### src/rtl/stereo_pkg.sv
// Shared width constants and state type for the 48-bit SSD row path.
// The MAC engine imports the same constants so both sides agree on row geometry.
package stereo_pkg;

    localparam int PIXEL_W = 8;
    localparam int LANES   = 6;
    localparam int ROW_W   = 48;

    typedef enum logic {
        FILL = 1'b0,
        HOLD = 1'b1
    } packer_state_t;

    // Place one pixel into lane 'lane' of a row; lane 0 is the MSB byte.
    // Out-of-range lanes leave the row untouched.
    function automatic logic [ROW_W-1:0] lane_insert(
        input logic [ROW_W-1:0]   row,
        input logic [PIXEL_W-1:0] pix,
        input logic [2:0]         lane
    );
        logic [ROW_W-1:0] res;
        res = row;
        for (int k = 0; k < LANES; k++) begin
            if (lane == 3'(k)) begin
                res[ROW_W-1-PIXEL_W*k -: PIXEL_W] = pix;
            end
        end
        return res;
    endfunction

endpackage

### src/rtl/stereo_row_packer.sv
// Packs six left/right pixel pairs into 48-bit rows for the SSD MAC engine.
// A pack register fills while an output register presents; when the output
// is stalled a completed row waits in the pack register and input is paused.
module stereo_row_packer
    import stereo_pkg::*;
#(
    parameter int ROWS_PER_WINDOW = 6
) (
    input  logic                clk_in,
    input  logic                rst_in,
    input  logic [PIXEL_W-1:0]  left_pixel_in,
    input  logic [PIXEL_W-1:0]  right_pixel_in,
    input  logic                pixel_valid_in,
    input  logic                pixel_last_in,
    output logic                pixel_ready_out,
    output logic [ROW_W-1:0]    left_row,
    output logic [ROW_W-1:0]    right_row,
    output logic                valid_out,
    input  logic                ready_in,
    output logic                window_last_out
);

    localparam int                CNT_W     = (ROWS_PER_WINDOW > 1) ? $clog2(ROWS_PER_WINDOW) : 1;
    localparam logic [CNT_W-1:0]  ROW_LAST  = CNT_W'(ROWS_PER_WINDOW - 1);
    localparam logic [2:0]        LANE_LAST = 3'(LANES - 1);

    packer_state_t      r_state;
    packer_state_t      w_state_nxt;
    logic [2:0]         r_lane;
    logic [CNT_W-1:0]   r_row_cnt;
    logic               r_ready_en;
    logic [ROW_W-1:0]   r_pack_l;
    logic [ROW_W-1:0]   r_pack_r;
    logic [ROW_W-1:0]   r_out_l;
    logic [ROW_W-1:0]   r_out_r;
    logic               r_valid;
    logic               r_wlast;

    logic               w_accept;
    logic               w_complete;
    logic               w_out_free;
    logic               w_load_direct;
    logic               w_load_pack;
    logic               w_pack_we;
    logic [ROW_W-1:0]   w_base_l;
    logic [ROW_W-1:0]   w_base_r;
    logic [ROW_W-1:0]   w_fill_l;
    logic [ROW_W-1:0]   w_fill_r;

    // Ready is held low through reset and until the first edge after release.
    assign pixel_ready_out = r_ready_en && (r_state == FILL);
    assign w_accept        = pixel_valid_in && pixel_ready_out;
    assign w_complete      = w_accept && ((r_lane == LANE_LAST) || pixel_last_in);
    assign w_out_free      = !r_valid || ready_in;

    // Starting a new group from a cleared base gives zero padding for short lines.
    assign w_base_l = (r_lane == 3'd0) ? {ROW_W{1'b0}} : r_pack_l;
    assign w_base_r = (r_lane == 3'd0) ? {ROW_W{1'b0}} : r_pack_r;
    assign w_fill_l = lane_insert(w_base_l, left_pixel_in, r_lane);
    assign w_fill_r = lane_insert(w_base_r, right_pixel_in, r_lane);

    assign left_row        = r_out_l;
    assign right_row       = r_out_r;
    assign valid_out       = r_valid;
    assign window_last_out = r_wlast;

    // Next-state and load control: decide where a completed row goes.
    always_comb begin
        w_state_nxt   = r_state;
        w_load_direct = 1'b0;
        w_load_pack   = 1'b0;
        w_pack_we     = 1'b0;
        case (r_state)
            FILL: begin
                if (w_complete) begin
                    if (w_out_free) begin
                        w_load_direct = 1'b1;
                    end else begin
                        w_pack_we   = 1'b1;
                        w_state_nxt = HOLD;
                    end
                end else if (w_accept) begin
                    w_pack_we = 1'b1;
                end else begin
                    w_pack_we = 1'b0;
                end
            end
            HOLD: begin
                if (w_out_free) begin
                    w_load_pack = 1'b1;
                    w_state_nxt = FILL;
                end else begin
                    w_state_nxt = HOLD;
                end
            end
            default: begin
                w_state_nxt = FILL;
            end
        endcase
    end

    // State register plus the post-reset ready enable.
    always_ff @(posedge clk_in or negedge rst_in) begin
        if (!rst_in) begin
            r_state    <= FILL;
            r_ready_en <= 1'b0;
        end else begin
            r_state    <= w_state_nxt;
            r_ready_en <= 1'b1;
        end
    end

    // Lane counter: advances per accepted pair, restarts when a group completes.
    always_ff @(posedge clk_in or negedge rst_in) begin
        if (!rst_in) begin
            r_lane <= 3'd0;
        end else if (w_complete) begin
            r_lane <= 3'd0;
        end else if (w_accept) begin
            r_lane <= r_lane + 3'd1;
        end else begin
            r_lane <= r_lane;
        end
    end

    // Pack register: partial groups, or a finished row waiting for the output.
    always_ff @(posedge clk_in or negedge rst_in) begin
        if (!rst_in) begin
            r_pack_l <= {ROW_W{1'b0}};
            r_pack_r <= {ROW_W{1'b0}};
        end else if (w_pack_we) begin
            r_pack_l <= w_fill_l;
            r_pack_r <= w_fill_r;
        end else begin
            r_pack_l <= r_pack_l;
            r_pack_r <= r_pack_r;
        end
    end

    // Output register: load replaces (even while draining), otherwise hold until taken.
    always_ff @(posedge clk_in or negedge rst_in) begin
        if (!rst_in) begin
            r_out_l   <= {ROW_W{1'b0}};
            r_out_r   <= {ROW_W{1'b0}};
            r_valid   <= 1'b0;
            r_wlast   <= 1'b0;
            r_row_cnt <= {CNT_W{1'b0}};
        end else if (w_load_direct || w_load_pack) begin
            r_out_l   <= w_load_direct ? w_fill_l : r_pack_l;
            r_out_r   <= w_load_direct ? w_fill_r : r_pack_r;
            r_valid   <= 1'b1;
            r_wlast   <= (r_row_cnt == ROW_LAST);
            r_row_cnt <= (r_row_cnt == ROW_LAST) ? {CNT_W{1'b0}} : r_row_cnt + CNT_W'(1);
        end else if (r_valid && ready_in) begin
            r_valid   <= 1'b0;
            r_wlast   <= 1'b0;
        end else begin
            r_valid   <= r_valid;
            r_wlast   <= r_wlast;
        end
    end

endmodule

### config.mk
export PLATFORM = sky130hd
export DESIGN_NAME = stereo_row_packer
export DESIGN_NICKNAME = d
export VERILOG_FILES = /design/src/rtl/stereo_pkg.sv /design/src/rtl/stereo_row_packer.sv
export SDC_FILE = /design/constraint.sdc
export NUM_CORES = 1
export LEC_CHECK = 0
export ABC_AREA = 1
export CAP_MARGIN = 20
export CORE_MARGIN = 5
export CORE_UTILIZATION = 25
export CTS_CLUSTER_DIAMETER = 30
export DETAILED_ROUTE_END_ITERATION = 12
export GPL_ROUTABILITY_DRIVEN = 0
export PLACE_DENSITY = 0.47
export SETUP_SLACK_MARGIN = 0.4
export SLEW_MARGIN = 20
export SYNTH_ARGS = -nofsm -noshare
export SYNTH_HDL_FRONTEND = slang
export SYNTH_SLANG_ARGS = --single-unit
### constraint.sdc
create_clock -name clk_in -period 4.7 [get_ports clk_in]
set_input_delay 0.94 -clock clk_in [delete_from_list [all_inputs] [get_ports clk_in]]
set_output_delay 0.94 -clock clk_in [all_outputs]
set_load 0.1 [all_outputs]
==> results.py <==
metrics = {
    "worst_setup_path": {
        "reg2reg_to": "right_row[26]",
        "arrival_ps": 2300,
        "startpoint_type": "register",
        "cp_top_family": "buffers and inverters",
        "ff2ff_setup_slack_ps": 1740,
        "slowest_delay_ps": 1180,
        "r2r_cells": 10,
        "crit_slowest_cell": "clkdlybuf4s50_1",
        "critical_path_required_ps": 3760,
        "critPathMaxFanout": 3,
        "endpoint_kind": "output port",
        "r2r-start": "r_lane[1]",
        "worstPathBufferInverterCount": 1,
        "path_class": "reg -> out",
        "path_cells": "nor2_2 > clkdlybuf4s50_1",
        "startpoint": "r_state",
        "cp-endpoint": "pixel_ready_out",
        "cp.depth": 2,
    },
    "power": {
        "p_leak_uw": 0.00620,
        "p_per_area_nw_per_um2": 707,
        "vdd_ir_drop_max_mv": 0.317,
    },
    "timing": {
        "min_period_over_period_pct": 68.9,
        "tns_ps": 0,
        "period_minus_slack_ps": 3240,
        "rsz0062_at_grt": "no",
        "final.setup_skew_ps": 10.5,
        "setup_viol": 0,
        "worst_slew_pin_slew_ps": 1070,
        "fmax_ghz": 0.309,
        "slew-limit-headroom_pct": 28.4,
        "drv_slew": 0,
        "hold_viol": 0,
    },
    "flow_run": {
        "maxCapViolCount": 0,
    },
    "cts": {
        "cts_root_buf": "clkbuf_16",
        "ctsHoldBuffers": 0,
        "clock-sinks": 202,
        "insertion_delay_ps": 540,
        "cts_tree": "done",
        "post_cts_buffers": 0,
        "cts.clk_slew.worst_paths_ps": 40,
        "cts_buffers": 51,
        "cts_resized": 0,
        "h-tree-depth": 2,
        "clk_path_buf_depth": 3,
    },
    "global_route": {
        "grt_pass1_wl_um": 55600,
        "gr-usage-met1_pct": 21.2,
        "met3_usage_pct": 3.30,
        "grt_pass1_vias": 9341,
        "use_met2_pct": 22.8,
        "grt_busiest_layer": "met2",
        "grt_overflow": 0,
        "antenna_found_initial": 0,
        "grtUsageTotal_pct": 14.9,
        "grt_max_degree": 149,
    },
    "synthesis": {
        "synth_fp_nets": 1409,
        "netlist_area_um2": 10400,
        "yosysWarnings": 0,
        "synth-seq-cells": 202,
        "netlist_instances": 1383,
        "avgSynthCellArea_um2": 7.54,
        "synth_cell_types": 29,
        "yosysSeqAreaShare_pct": 48.5,
    },
    "drt": {
        "first_pass_iters": 5,
        "drc": 0,
        "drt-total-wl_um": 34900,
        "vias_per_cell": 4.52,
        "num_vias": 9245,
        "drt_iter0_markers": 655,
        "routedWlPerCell_um": 17.0,
        "drtAntennaViolNets": 0,
    },
    "status": {
        "status": "finished clean",
    },
    "placement": {
        "hpwl_um": 20600,
        "port-buffer-count": 119,
        "postPlaceCellArea_um2": 12000,
    },
    "floorplanning": {
        "core_um2": 41000,
        "rows": 74,
        "die_w_um": 214,
        "dieHeight_um": 214,
        "dieArea_um2": 45900,
        "initial_core_util_pct": 25.4,
        "pin_count": 120,
    },
    "finish": {
        "drive_gt1_share_pct": 9.78,
        "final_area_um2": 13700,
        "final_common_cell": "nand2_1",
        "synthToLayoutAreaGrowth_pct": 31.9,
        "final_cell_mix": "448 x nand2_1, 213 x nand3_1, 202 x dfrtp_1",
        "nNetsFinal": 1498,
    },
    "hold_path": {
        "hp-class": "reg -> reg",
        "hold_depth": 2,
    },
}
## synth_stat cells
library cell / n / area (um2)
nor3_1: 1 / 5.00
buf_4: 15 / 113
nand2_1: 450 / 1690
inv_4: 1 / 6.26
nand3_1: 213 / 1070
or2_2: 32 / 200
inv_2: 1 / 3.75
o21ai_1: 88 / 440
ha_1: 5 / 62.6
nand3_4: 1 / 17.5
conb_1: 1 / 3.75
o21ai_0: 70 / 350
nand2_2: 5 / 31.3
buf_1: 4 / 15.0
buf_2: 40 / 200
a21oi_1: 1 / 5.00
xor2_1: 2 / 17.5
nand2_4: 1 / 11.3
buf_6: 5 / 56.3
clkbuf_1: 33 / 124
nor2_8: 1 / 20.0
a31oi_1: 8 / 50.1
inv_1: 141 / 529
nand3_2: 1 / 10.0
o22ai_1: 17 / 106
nor2_1: 25 / 93.8
a21boi_0: 16 / 120
dfrtp_1: 202 / 5050
nor2_2: 3 / 18.8
## sequential cells by signal, summed over array words and instances, names as in the netlist
signal / cells
left_row: 48
r_lane: 3
r_pack_l: 48
r_pack_r: 48
r_ready_en: 1
r_row_cnt: 3
r_state: 1
right_row: 48
valid_out: 1
window_last_out: 1
## layer usage
metal | up-vias | wire length [um]
met4 | 0 | 937
met5 | - | 0
li1 | 4607 | -
met1 | 4346 | 16700
met2 | 235 | 15300
met3 | 57 | 1950
## cells by family after synthesis
group	share of synthesized area (%)
compound gates	10.3
fa+ha+maj	0.600
buf+inv	10.0
other cells	0.0360
flops	48.5
xor+xnor	0.168
simple gates	30.4
## cell type report
cell class | count | area, um2
tap | 532 | 666
clock inverter | 24 | 320
fill | 4259 | 27300
inverter | 143 | 539
sequential | 202 | 5050
antenna | 1 | 2.50
clock buffer | 70 | 1450
timing repair buffer | 133 | 1380
multi-input combinational | 941 | 4340
## stage by stage
step / cells / total power [uW] / setup WS [ps] / hold slack, ps / utilization, %
after detailed placement: 1951 / 6190 / 1200 / 478 / 29.2
after CTS: 2045 / 9830 / 1420 / 490 / 33.5
after global placement: 1951 / 6170 / 1220 / 473 / 29.2
after global routing: 2045 / 10200 / 1350 / 509 / 33.5
after floorplan: 1383 / 5200 / 2410 / 459 / -
final: 2046 / 9720 / 1460 / 485 / 33.5
## tightest hold or removal path: cells and delay by family (launching register included)
family	cells	cell delay, ps
flops	1	340
simple gates	1	50
compound gates	1	60
## worst min-delay path by stage
stage	slack (ps)	to	startpoint
after floorplan	460	r_pack_l[10]	r_pack_l[10]
after global placement	470	r_pack_r[44]	r_pack_r[44]
after detailed placement	480	r_pack_l[21]	r_pack_l[21]
after CTS	490	r_pack_l[14]	r_pack_l[14]
after global routing	510	r_pack_l[9]	r_pack_l[9]
final	480	r_pack_r[8]	r_pack_r[8]
## power by group
group	internal (uW)	leakage [uW]	switching, uW	total (uW)
clock network	2510	0.000863	1070	3580
registers	2190	0.00255	318	2510
logic	817	0.00279	2810	3630
total	5520	0.00620	4200	9720
Note: power is estimated with default switching activity, not from simulation.
